$ cat src/rtl/ltl_monitor_sched.sv
// Serialises commit-side symbol bundles into a single LTL automaton monitor,
// sequences the automaton reset, and latches the first reported violation.
module ltl_monitor_sched #(
  parameter int NR_PORTS   = 2,
  parameter int SYM_W      = 8,
  parameter int DEPTH      = 8,
  parameter int NR_REPORT  = 4,
  parameter int RST_CYCLES = 2,
  parameter int CNT_W      = 32
) (
  input  logic                      clk_i,
  input  logic                      rst_ni,
  input  logic                      enable_i,
  input  logic                      restart_i,
  input  logic [NR_PORTS-1:0]       sym_valid_i,
  input  logic [NR_PORTS*SYM_W-1:0] sym_i,
  output logic                      sym_ready_o,
  output logic                      aut_reset_o,
  output logic                      aut_run_o,
  output logic [SYM_W-1:0]          aut_symbol_o,
  input  logic [NR_REPORT-1:0]      aut_report_i,
  output logic                      violation_o,
  output logic [NR_REPORT-1:0]      violation_id_o,
  output logic [CNT_W-1:0]          violation_idx_o,
  output logic [CNT_W-1:0]          sym_count_o,
  output logic                      busy_o
);

  localparam int AW = $clog2(DEPTH);
  localparam int PW = AW + 1;
  localparam int CW = $clog2(RST_CYCLES) + 1;

  typedef enum logic [1:0] {ST_INIT, ST_RUN, ST_HALT} state_t;

  state_t          state_q, state_d;
  logic [CW-1:0]   rst_cnt_q, rst_cnt_d;
  logic [PW-1:0]   wr_ptr_q, rd_ptr_q, wr_ptr_d, rd_ptr_d, fill_d, push_cnt;
  logic [AW-1:0]   wr_addr [NR_PORTS];
  logic [SYM_W-1:0] mem [DEPTH];
  logic            run_q;
  logic            empty, push, pop, viol_hit;

  assign empty    = (wr_ptr_q == rd_ptr_q);
  // Report belongs to the symbol the automaton consumed last cycle.
  assign viol_hit = run_q && (state_q == ST_RUN) && (|aut_report_i) && !restart_i;
  assign push     = sym_ready_o && (|sym_valid_i) && (state_q != ST_HALT) && !restart_i;
  assign pop      = (state_q == ST_RUN) && enable_i && !empty && !viol_hit && !restart_i;

  // Compact valid ports into consecutive FIFO slots, oldest port first.
  always_comb begin
    // NOTE: blocking assignments here build a running sum within one evaluation;
    // the sequential blocks below use non-blocking so all registers update together.
    push_cnt = '0;
    for (int k = 0; k < NR_PORTS; k++) begin
      wr_addr[k] = wr_ptr_q[AW-1:0] + push_cnt[AW-1:0];
      if (sym_valid_i[k]) push_cnt = push_cnt + PW'(1);
    end
  end

  // Next pointers, fill level and FSM transitions.
  always_comb begin
    // NOTE: every output gets a default first so no path leaves one unassigned
    // and no latch is inferred.
    state_d   = state_q;
    rst_cnt_d = rst_cnt_q;
    wr_ptr_d  = wr_ptr_q + (push ? push_cnt : '0);
    rd_ptr_d  = rd_ptr_q + (pop ? PW'(1) : '0);
    if (restart_i) begin
      state_d   = ST_INIT;
      rst_cnt_d = '0;
      wr_ptr_d  = '0;
      rd_ptr_d  = '0;
    end else begin
      unique case (state_q)
        ST_INIT: begin
          if (rst_cnt_q == CW'(RST_CYCLES - 1)) state_d = ST_RUN;
          else                                  rst_cnt_d = rst_cnt_q + CW'(1);
        end
        ST_RUN:  if (viol_hit) state_d = ST_HALT;
        ST_HALT: state_d = ST_HALT;
        default: state_d = ST_INIT;
      endcase
    end
    fill_d = wr_ptr_d - rd_ptr_d;
  end

  // FSM state, reset counter and FIFO pointers.
  always_ff @(posedge clk_i or negedge rst_ni) begin
    if (!rst_ni) begin
      state_q   <= ST_INIT;
      rst_cnt_q <= '0;
      wr_ptr_q  <= '0;
      rd_ptr_q  <= '0;
    end else begin
      state_q   <= state_d;
      rst_cnt_q <= rst_cnt_d;
      wr_ptr_q  <= wr_ptr_d;
      rd_ptr_q  <= rd_ptr_d;
    end
  end

  // FIFO storage write.
  // NOTE: the storage array has no reset; pointers alone define which entries are live.
  always_ff @(posedge clk_i) begin
    if (push) begin
      for (int k = 0; k < NR_PORTS; k++) begin
        if (sym_valid_i[k]) mem[wr_addr[k]] <= sym_i[k*SYM_W +: SYM_W];
      end
    end
  end

  // Registered outputs: automaton controls, flow control, count and violation capture.
  always_ff @(posedge clk_i or negedge rst_ni) begin
    if (!rst_ni) begin
      aut_reset_o     <= 1'b1;
      aut_run_o       <= 1'b0;
      aut_symbol_o    <= '0;
      sym_ready_o     <= 1'b0;
      run_q           <= 1'b0;
      violation_o     <= 1'b0;
      violation_id_o  <= '0;
      violation_idx_o <= '0;
      sym_count_o     <= '0;
      busy_o          <= 1'b1;
    end else if (restart_i) begin
      aut_reset_o     <= 1'b1;
      aut_run_o       <= 1'b0;
      sym_ready_o     <= 1'b0;
      run_q           <= 1'b0;
      violation_o     <= 1'b0;
      violation_id_o  <= '0;
      violation_idx_o <= '0;
      sym_count_o     <= '0;
      busy_o          <= 1'b1;
    end else begin
      aut_reset_o <= (state_d == ST_INIT);
      aut_run_o   <= pop;
      if (pop) aut_symbol_o <= mem[rd_ptr_q[AW-1:0]];
      run_q       <= aut_run_o;
      if (aut_run_o && !(&sym_count_o)) sym_count_o <= sym_count_o + CNT_W'(1);
      if (viol_hit) begin
        violation_o     <= 1'b1;
        violation_id_o  <= aut_report_i;
        violation_idx_o <= sym_count_o - CNT_W'(1);
      end
      sym_ready_o <= (state_d == ST_HALT) || (fill_d <= PW'(DEPTH - NR_PORTS));
      busy_o      <= (fill_d != '0) || (state_d == ST_INIT);
    end
  end

endmodule

$ cat config.mk
export PLATFORM = sky130hd
export DESIGN_NAME = ltl_monitor_sched
export DESIGN_NICKNAME = d
export VERILOG_FILES = /design/src/rtl/ltl_monitor_sched.sv
export SDC_FILE = /design/constraint.sdc
export NUM_CORES = 1
export LEC_CHECK = 0
export CORE_AREA = 2 2 126 158
export CTS_CLUSTER_SIZE = 24
export DETAILED_ROUTE_END_ITERATION = 8
export DIE_AREA = 0 0 128 160
export HOLD_SLACK_MARGIN = 0.06
export PLACE_DENSITY = 0.69
export SLEW_MARGIN = 20
export SYNTH_ARGS = -nofsm -noshare
export SYNTH_HDL_FRONTEND = slang
export SYNTH_SLANG_ARGS = --single-unit
$ cat constraint.sdc
create_clock -name clk_i -period 3.54 [get_ports clk_i]
set_clock_uncertainty 0.05 [all_clocks]
set_input_delay 0.708 -clock clk_i [delete_from_list [all_inputs] [get_ports clk_i]]
set_output_delay 0.708 -clock clk_i [all_outputs]
set_load 0.03 [all_outputs]
## Word level (Yosys, flattened, before mapping)

Memory sizes are Yosys's and may differ from the RTL's. A register that Yosys moved wholly into a read port is not among the register bits.
Index checks and enable logic that the tools add are counted.

- Memory bits (writable): 64
- Flip-flop bits (word level): 86
- Memories kept: 1
- Logic and storage cells: 92
- Output and inout bits: 81
- Input bits: 26

- Equality and inequality tests: 7
- Muxes and demuxes: 32
- Add/sub/neg operators: 8
- Order comparisons: 1
- Bitwise gates (word level): 1
- Reductions and logical operators: 29

Memory list:

| memory | depth | bits a word | rd ports | clocked after Yosys merged registers in | write ports | line | source |
|---|---|---|---|---|---|---|---|
| mem | 8 | 8 | 1 | 1 | 2 | 39 | `logic [SYM_W-1:0] mem [DEPTH];` |

Operators by type and width:

| kind | number |
|---|---|
| 2-to-1 mux 32 bit | 4 |
| adder 32 x 1 -> 32 bit (second input constant) | 1 |
| AND reduction 32 bit | 1 |
| subtractor 32 x 1 -> 32 bit (second input constant) | 1 |
| 2-to-1 mux 4 bit | 6 |
| 2-to-1 mux 1 bit | 15 |
| 2-to-1 mux 2 bit | 6 |
| logical AND 1 bit | 11 |
| case mux 2 bit (3 select lines) | 1 |
| nonzero test 2 bit | 3 |
| logical NOT 1 bit | 5 |
| adder 4 x 1 -> 4 bit | 1 |
| adder 4 x 1 -> 4 bit (second input constant) | 1 |
| adder 4 bit | 1 |
| == test 2 x 1 -> 1 bit (second input constant) | 2 |
| == test 2 bit (second input constant) | 2 |
| == test 4 bit | 1 |
| <= comparator 4 x 3 -> 1 bit (second input constant) | 1 |
| logical NOT 2 bit | 2 |
| inequality test 2 bit (second input constant) | 2 |
| AND reduction 2 bit | 2 |
| nonzero test 4 bit | 1 |
| OR reduction 4 bit | 1 |
| subtractor 4 bit | 1 |
| 5 further kinds | 6 |

## Depth between registers and ports, before layout

Gate-level depths: netlist of run 1.

- Depth after elaboration: 14
- Gate-level depth with buffers: 15
- Mapped depth without buffers: 14

## Least setup slack after synthesis of run 1

Ideal clock, no wire load.

- Path type: in2reg
- Start point: input aut_report_i[0]
- End point: register busy_o
- Setup slack: -179 ps
- Required time: 3,396 ps
- Arrival: 3,575 ps
- Cell stages on the path: 13
- Setup time: 94 ps
- Path buffers: 0
- Path through: nor4_1 nor3_1 nor3_1 nand4_1 inv_1 ha_1 ha_1 nand2_1 ha_1 a21o_1 a21oi_1 xor3_1 or4_1

- Longest elaborated chain between the ends: 13
- Elaborated cells between the ends (all ways): 17
- Those cells by class: 2 x add/sub; 6 x mux; 9 x reduce/logical

Ends and longest elaborated chain:

| what | line | source |
|---|---|---|
| start, declared | 21 | `input logic [NR_REPORT-1:0] aut_report_i,` |
| OR reduction 4 bit (*) | 45 | `assign viol_hit = run_q && (state_q == ST_RUN) && (\|aut_report_i) && !restart_i;` |
| logical AND 1 bit (*) (2 in a row) | 45 |  |
| logical NOT 1 bit | 47 | `assign pop = (state_q == ST_RUN) && enable_i && !empty && !viol_hit && !restart_i;` |
| logical AND 1 bit (2 in a row) | 47 |  |
| 2-to-1 mux 1 bit | 67 | `rd_ptr_d = rd_ptr_q + (pop ? PW'(1) : '0);` |
| adder 4 x 1 -> 4 bit | 67 |  |
| 2-to-1 mux 4 bit | 68 | `if (restart_i) begin` |
| subtractor 4 bit | 84 | `fill_d = wr_ptr_d - rd_ptr_d;` |
| nonzero test 4 bit | 147 | `busy_o <= (fill_d != '0) \|\| (state_d == ST_INIT);` |
| logical OR 1 bit (*) | 147 |  |
| 2-to-1 mux 1 bit (*) | 125 | `end else if (restart_i) begin` |
| end signal, assigned | 147 |  |
| end, declared | 26 | `output logic busy_o` |

Every way passes the cells marked *; elsewhere a longest branch is shown, timed or not.
A chain may end at the register's enable or synchronous reset.

## Worst setup path after layout of run 1

- Start point: input aut_report_i[3]
- End point: register busy_o

- Longest elaborated chain between the ends: 13
- Elaborated cells between the ends (all ways): 17
- Those cells by class: 2 x add/sub; 6 x mux; 9 x reduce/logical

Ends and longest elaborated chain:

| what | line | source |
|---|---|---|
| OR reduction 4 bit | 45 |  |
| logical AND 1 bit (2 in a row) | 45 |  |
| logical NOT 1 bit | 47 |  |
| logical AND 1 bit (2 in a row) | 47 |  |
| 2-to-1 mux 1 bit | 67 |  |
| adder 4 x 1 -> 4 bit | 67 |  |
| 2-to-1 mux 4 bit | 68 |  |
| net rd_ptr_d[0] | 37 | `logic [PW-1:0] wr_ptr_q, rd_ptr_q, wr_ptr_d, rd_ptr_d, fill_d, push_cnt;` |
| subtractor 4 bit | 84 |  |
| nonzero test 4 bit | 147 |  |
| logical OR 1 bit | 147 |  |
| 2-to-1 mux 1 bit | 125 |  |

The timed path passes the listed nets, and every way through them passes these cells.

==> flow_metrics.py, run 1 <==
metrics = {
    "run_status": {
        "status": "finished clean",
    },
    "synth": {
        "synthArstFlopShare_pct": 59.5,
        "synth_xor_area_share_pct": 5.29,
        "synth.yosys.seq_area_share_pct": 50.9,
        "synth_top_family_by_area": "multiplexers",
        "synth_edf_count": 64,
        "ys_ff_latch": 158,
        "avgSynthCellArea_um2": 11.7,
        "yosys_warnings": 0,
        "synth_ff_type": "dfrtp_1",
        "synth.area.mux_share_pct": 15.1,
        "synth-simple-area-share_pct": 14.3,
        "synth.distinct_cells": 61,
        "synth_cells": 717,
        "syn_area_um2": 8400,
        "syn-num-nets": 759,
        "synth_compound_area_share_pct": 8.65,
        "synthAdderAreaFrac_pct": 2.56,
    },
    "cells_and_area": {
        "nets": 883,
        "final_area_um2": 10700,
        "syn_to_final_growth_pct": 27.4,
        "layoutNonFillerInstCount": 1090,
        "final_cell_mix": "clkdlybuf4s50_1 (100), dfrtp_1 (92), mux2_2 (64), edfxtp_1 (64), a21oi_1 (50)",
        "layout_commonest_cell": "clkdlybuf4s50_1",
        "diodes": 0,
        "drive_above_1_share_pct": 23.2,
    },
    "floorplanning": {
        "die-area_um2": 20500,
        "rows": 57,
        "initial_core_util_pct": 44.0,
        "ios": 107,
        "core_area_um2": 19100,
        "die_height_um": 160,
        "die_w_um": 128,
    },
    "drt": {
        "routed_wl_mm": 20.8,
        "wl_per_cell_um": 19.1,
        "drc": 0,
        "ant_nets": 0,
        "dr.pass1.iters": 4,
        "num_vias": 6137,
        "drt_iter0_markers": 294,
        "vias_per_cell": 5.63,
    },
    "clock_tree": {
        "cts.sinks": 158,
        "cts_tree": "yes",
        "h-tree-depth": 4,
        "cts_root_buf": "clkbuf_16",
        "hold_buffers": 0,
        "cts_buffers": 17,
        "clk_latency_ns": 0.44,
        "clkSlewWorstSetupHoldPaths_ns": 0.07,
        "clockBufferDepth": 2,
    },
    "sta": {
        "drv_slew": 0,
        "max_freq_mhz": 296,
        "hold_viol": 0,
        "worst_pin_slew_ns": 0.664,
        "fin_crit_ns": 3.38,
        "period_share_pct": 95.6,
        "rsz0062_at_grt": "false",
        "setup_violations": 0,
        "slew_headroom_pct": 55.7,
    },
    "setup_path": {
        "crit_fanout": 2,
        "slowest_stage": "or4_1",
        "crit_type": "primary input to flip-flop",
        "rr_startpoint": "state_q[0]",
        "worstPathArrival_ns": 3.68,
        "rr_worst_depth": 11,
        "ff2ff_setup_slack_ns": 0.41,
        "critPathCaptureType": "flip-flop",
        "path_buf_inv": 4,
        "path_cells": "clkdlybuf4s50_1 > nor4_4 > buf_4 > nor3_4 > nor3_2 > nand4_1 > inv_2 > ha_4 > nor2b_4 > ha_2 > inv_2 > fa_1 > nand2b_1 > or4_1",
        "cpMostUsedCell": "inv_2",
        "cp_top_family": "simple AND/OR/NAND/NOR gates",
        "cp-start-kind": "primary input",
        "worstPathRequired_ns": 3.84,
        "r2r-end": "busy_o",
        "max_stage_delay_ns": 0.52,
        "crit_path_start": "aut_report_i[3]",
    },
    "grt": {
        "grt_use_met3_pct": 3.85,
        "grt_pass1_wl_mm": 33.9,
        "use_met1_pct": 24.9,
        "grt_max_degree": 67,
        "grtUsageTotal_pct": 21.4,
        "grt_pass1_vias": 6285,
        "overflow": 0,
        "globalRouteMet2Util_pct": 38.9,
        "antenna_found_initial": 0,
        "gr-max-usage-layer": "met2",
    },
    "flow_run": {
        "maxCapViolations": 0,
    },
    "pwr": {
        "peakVddDrop_mv": 0.338,
        "p_leak_nw": 4.13,
        "finalPower_mw": 4.43,
        "p_per_area_nw_per_um2": 413,
    },
    "placed_design": {
        "dpl.cell_count": 1056,
        "hpwlAfterDp_mm": 14.5,
        "portBuffers": 106,
        "postPlaceCellArea_um2": 10100,
        "gp_congestion": 0.807,
    },
    "worst_hold_path": {
        "hold_path_class": "primary input to async pin",
    },
}
## metrics by stage
stage	util [%]	hold WS (ns)	setup slack (ns)	TNS [ns]
finish	56.0	0.239	0.156	0
global placement	52.7	0.430	-0.481	-0.679
floorplan	-	0.362	-0.0271	-0.0271
global route	56.0	0.298	0.0492	0
detailed placement	52.7	0.446	-0.553	-0.841
CTS	55.9	0.269	0.0228	0
## timing repair
item	in CTS	in global routing
resized for setup	2	3
endpoints found under the setup margin	1	1
setup buffers	0	2
pin swaps	1	3
## flip-flops by register name (all words and copies together), names as in the netlist
name             flops
rst_cnt_q            2
run_q                1
aut_symbol_o         8
violation_o          1
aut_reset_o          1
wr_ptr_q             4
busy_o               1
mem                 64
sym_count_o         32
sym_ready_o          1
state_q              2
violation_idx_o     32
aut_run_o            1
violation_id_o       4
rd_ptr_q             4
## layout make-up
cell class              count  area, um^2
fillers                  1583        8400
multi-input cells         495        3980
well taps                 236         295
clock buffers              18         439
flip-flops and latches    158        4280
inverters                  16        67.6
clock inverters            14         178
repair buffers            153        1470
## worst max path at each step
stage,cells past startpoint,to,slack (ns)
3_5_place_dp,13,busy_o,-0.55
2_1_floorplan,12,busy_o,-0.03
5_1_grt,14,busy_o,0.05
4_1_cts,15,busy_o,0.02
6_report,14,busy_o,0.16
3_3_place_gp,13,busy_o,-0.48
## synthesized netlist by cell type (all sizes together) (6+ instances only)
master / n / area share, %
o21ai: 39 / 2.3
nand2: 32 / 1.4
buf: 19 / 1.2
inv: 16 / 0.71
o31ai: 8 / 0.77
nand2b: 7 / 0.52
ha: 14 / 2.1
and4: 6 / 0.63
xor2: 13 / 1.4
clkbuf: 29 / 1.3
or4: 6 / 0.54
mux4: 16 / 4.3
nor4: 13 / 1.2
a211oi: 9 / 0.80
a21oi: 51 / 3.0
edfxtp: 64 / 23
dfrtp: 92 / 27
xnor2: 35 / 3.6
mux2: 80 / 11
nor2: 44 / 2.1
nor3: 24 / 1.9
nand3: 14 / 0.89
nand4: 15 / 1.1
or3: 22 / 1.7
## report_power, final
| part | total, mW | switching [mW] | internal, mW |
|---|---|---|---|
| clock | 1.93 | 0.838 | 1.09 |
| combinational | 0.483 | 0.262 | 0.222 |
| sequential | 2.02 | 0.0389 | 1.98 |
| total | 4.43 | 1.14 | 3.29 |
## kinds of logic (layout without fill, tap and decap cells)
kind of cell / Yosys count / in the layout
muxes: 97 / 97
adders and majority gates: 16 / 16
AOI/OAI and AO/OA: 126 / 126
buffers and inverters: 64 / 201
DFF: 158 / 158
and+or+nand+nor: 207 / 207
xor gates and xnor gates: 49 / 49
## per-layer routing
layer / wire [um] / part of all wire [%]
met1: 8220 / 39
met2: 11500 / 55
met3: 746 / 3.6
met4: 402 / 1.9
met5: 0 / 0
Power figures use the tool's default switching activity.
==> inputs of run 2 (changes only) <==
- SETUP_SLACK_MARGIN: default -> 0.5
==> run 2 against run 1 <==
Compared with the run above:
- setup slack gained 0.26 ns
- via count about the same
- non-clock buffer count grew 12
- first-iteration DRC count is 20% higher
- critical path depth did not move
- register-to-register slack improved by 0.07 ns
- largest power group unchanged
- sequential power about the same
==> flow_metrics.py, run 2 (synthesized netlist as in run 1, its figures left out) <==
metrics = {
    "run_status": {
        "status": "finished clean",
    },
    "setup_path": {
        "crit_fanout": 2,
        "max_stage_delay_ns": 0.52,
        "worstPathArrival_ns": 3.41,
        "crit_type": "primary input to flip-flop",
        "slowest_stage": "or4_4",
        "critPathCaptureType": "flip-flop",
        "cp-start-kind": "primary input",
        "cpMostUsedCell": "inv_2",
        "path_cells": "buf_8 > nor4_4 > buf_4 > nor3_4 > nor3_2 > nand4_1 > inv_2 > ha_4 > nor2b_4 > ha_2 > inv_2 > fa_1 > nand2b_4 > or4_4",
        "rr_startpoint": "state_q[0]",
        "rr_worst_depth": 11,
        "r2r-end": "busy_o",
        "ff2ff_setup_slack_ns": 0.48,
        "worstPathRequired_ns": 3.82,
    },
    "floorplanning": {
        "die_height_um": 160,
        "ios": 107,
        "rows": 57,
        "die_w_um": 128,
        "core_area_um2": 19100,
        "die-area_um2": 20500,
        "initial_core_util_pct": 44.0,
    },
    "clock_tree": {
        "clockBufferDepth": 2,
        "cts.sinks": 158,
        "cts_root_buf": "clkbuf_16",
        "cts_tree": "yes",
        "clkSlewWorstSetupHoldPaths_ns": 0.07,
        "h-tree-depth": 4,
        "cts_buffers": 17,
        "clk_latency_ns": 0.42,
    },
    "pwr": {
        "p_per_area_nw_per_um2": 391,
        "p_leak_nw": 4.16,
        "peakVddDrop_mv": 0.304,
    },
    "cells_and_area": {
        "regArea_um2": 4280,
        "final_util_pct": 56.5,
        "fillers": 1623,
        "final_cell_mix": "clkdlybuf4s50_1 (98), dfrtp_1 (92), edfxtp_1 (64)",
        "largest_reg_flops": 64,
        "multi_input_area_um2": 4000,
        "drive_above_1_share_pct": 25.1,
        "layout_commonest_cell": "clkdlybuf4s50_1",
        "syn_to_final_growth_pct": 28.6,
        "diodes": 0,
        "nets": 895,
    },
    "drt": {
        "vias_per_cell": 5.56,
        "dr.pass1.iters": 5,
        "num_vias": 6132,
        "routed_wl_mm": 20.9,
        "drc": 0,
        "drt_iter0_markers": 354,
        "ant_nets": 0,
        "wl_per_cell_um": 19.0,
    },
    "flow_run": {
        "maxCapViolations": 0,
    },
    "sta": {
        "fin_ws_ns": 0.413,
        "drv_slew": 0,
        "rsz0062_at_grt": "true",
        "slew_headroom_pct": 56.8,
        "worst_pin_slew_ns": 0.644,
        "period_share_pct": 88.3,
        "fin_crit_ns": 3.13,
        "setup_violations": 0,
        "hold_viol": 0,
        "max_freq_mhz": 320,
        "finalSetupTns_ns": 0,
    },
    "placed_design": {
        "portBuffers": 106,
        "gp_congestion": 0.802,
        "dp_slack_ns": -0.588,
        "hpwlAfterDp_mm": 14.3,
    },
    "grt": {
        "grt_pass1_vias": 6122,
        "antenna_found_initial": 0,
        "overflow": 0,
        "grtUsageTotal_pct": 20.9,
        "grt_pass1_wl_mm": 33.2,
        "grt_max_degree": 67,
    },
    "worst_hold_path": {
        "hold_path_class": "primary input to async pin",
    },
}
==> run 2: cell types whose count changed in the layout (fill, tap and decap cells not counted), moves of 2 or more <==
| cell | previous run | this run |
|---|---|---|
| bufinv_16 | 2 | 0 |
| inv_6 | 3 | 7 |
| buf_6 | 0 | 11 |
| clkinvlp_4 | 0 | 2 |
| dlymetal6s2s_1 | 2 | 0 |
| clkdlybuf4s50_1 | 100 | 98 |
| clkbuf_1 | 0 | 2 |
| inv_8 | 4 | 1 |
| clkinv_4 | 4 | 1 |
| dlygate4sd2_1 | 2 | 0 |
| buf_12 | 5 | 7 |
==> run 2: critical path, delay by kind of cell <==
family / cells / cell delay [ns]
adders and majority gates: 3 / 0.80
and+or+nand+nor: 7 / 1.45
buffers and inverters: 4 / 0.46
==> run 2: cell type report <==
type                            instances  share of cell area [%]
Sequential cell                       158                    39.6
Multi-Input combinational cell        495                    37.0
Timing Repair Buffer                  165                    15.1
Clock buffer                           19                    4.01
Tap cell                              236                    2.73
Clock inverter                         13                   0.938
Inverter                               16                   0.625
==> run 2: per-layer routing <==
layer | part of all wire [%] | vias to the layer above | GRT usage (%)
met5 | 0 | - | 0
met4 | 1.2 | 0 | 5.29
met3 | 3.6 | 15 | 3.99
met2 | 55 | 130 | 38.5
met1 | 40 | 3055 | 25.0
li1 | - | 2932 | -
==> run 2: per-stage QoR <==
step | area, um^2 | cells | power, mW | hold slack, ns
after floorplan | 8530 | 717 | 2.31 | 0.362
final | 10800 | 1102 | 4.22 | 0.176
after global placement | 10100 | 1054 | 2.53 | 0.430
after global routing | 10800 | 1102 | 4.38 | 0.205
after CTS | 10700 | 1100 | 4.25 | 0.191
after detailed placement | 10100 | 1054 | 2.54 | 0.438
==> run 2: where the power goes <==
| group | internal (mW) | switching (mW) |
|---|---|---|
| combinational | 0.236 | 0.265 |
| clock | 0.911 | 0.792 |
| sequential | 1.98 | 0.0422 |
==> run 2: what timing repair did <==
item / in CTS / in global routing
setup endpoints to repair: 2 / 9
pin swaps: 11 / 0
resized for setup: 30 / 19
cloned: 0 / 1
hold buffers: 0 / 0
setup buffers: 14 / 1
==> run 2: worst max path at each step <==
stage	from	end	slack, ns	cells past startpoint
6_report	aut_report_i[0]	busy_o	0.41	14
5_1_grt	aut_report_i[0]	busy_o	0.32	14
4_1_cts	aut_report_i[0]	busy_o	0.43	14
3_5_place_dp	sym_valid_i[1]	busy_o	-0.59	13
3_3_place_gp	sym_valid_i[1]	busy_o	-0.49	13
2_1_floorplan	aut_report_i[2]	busy_o	-0.03	12
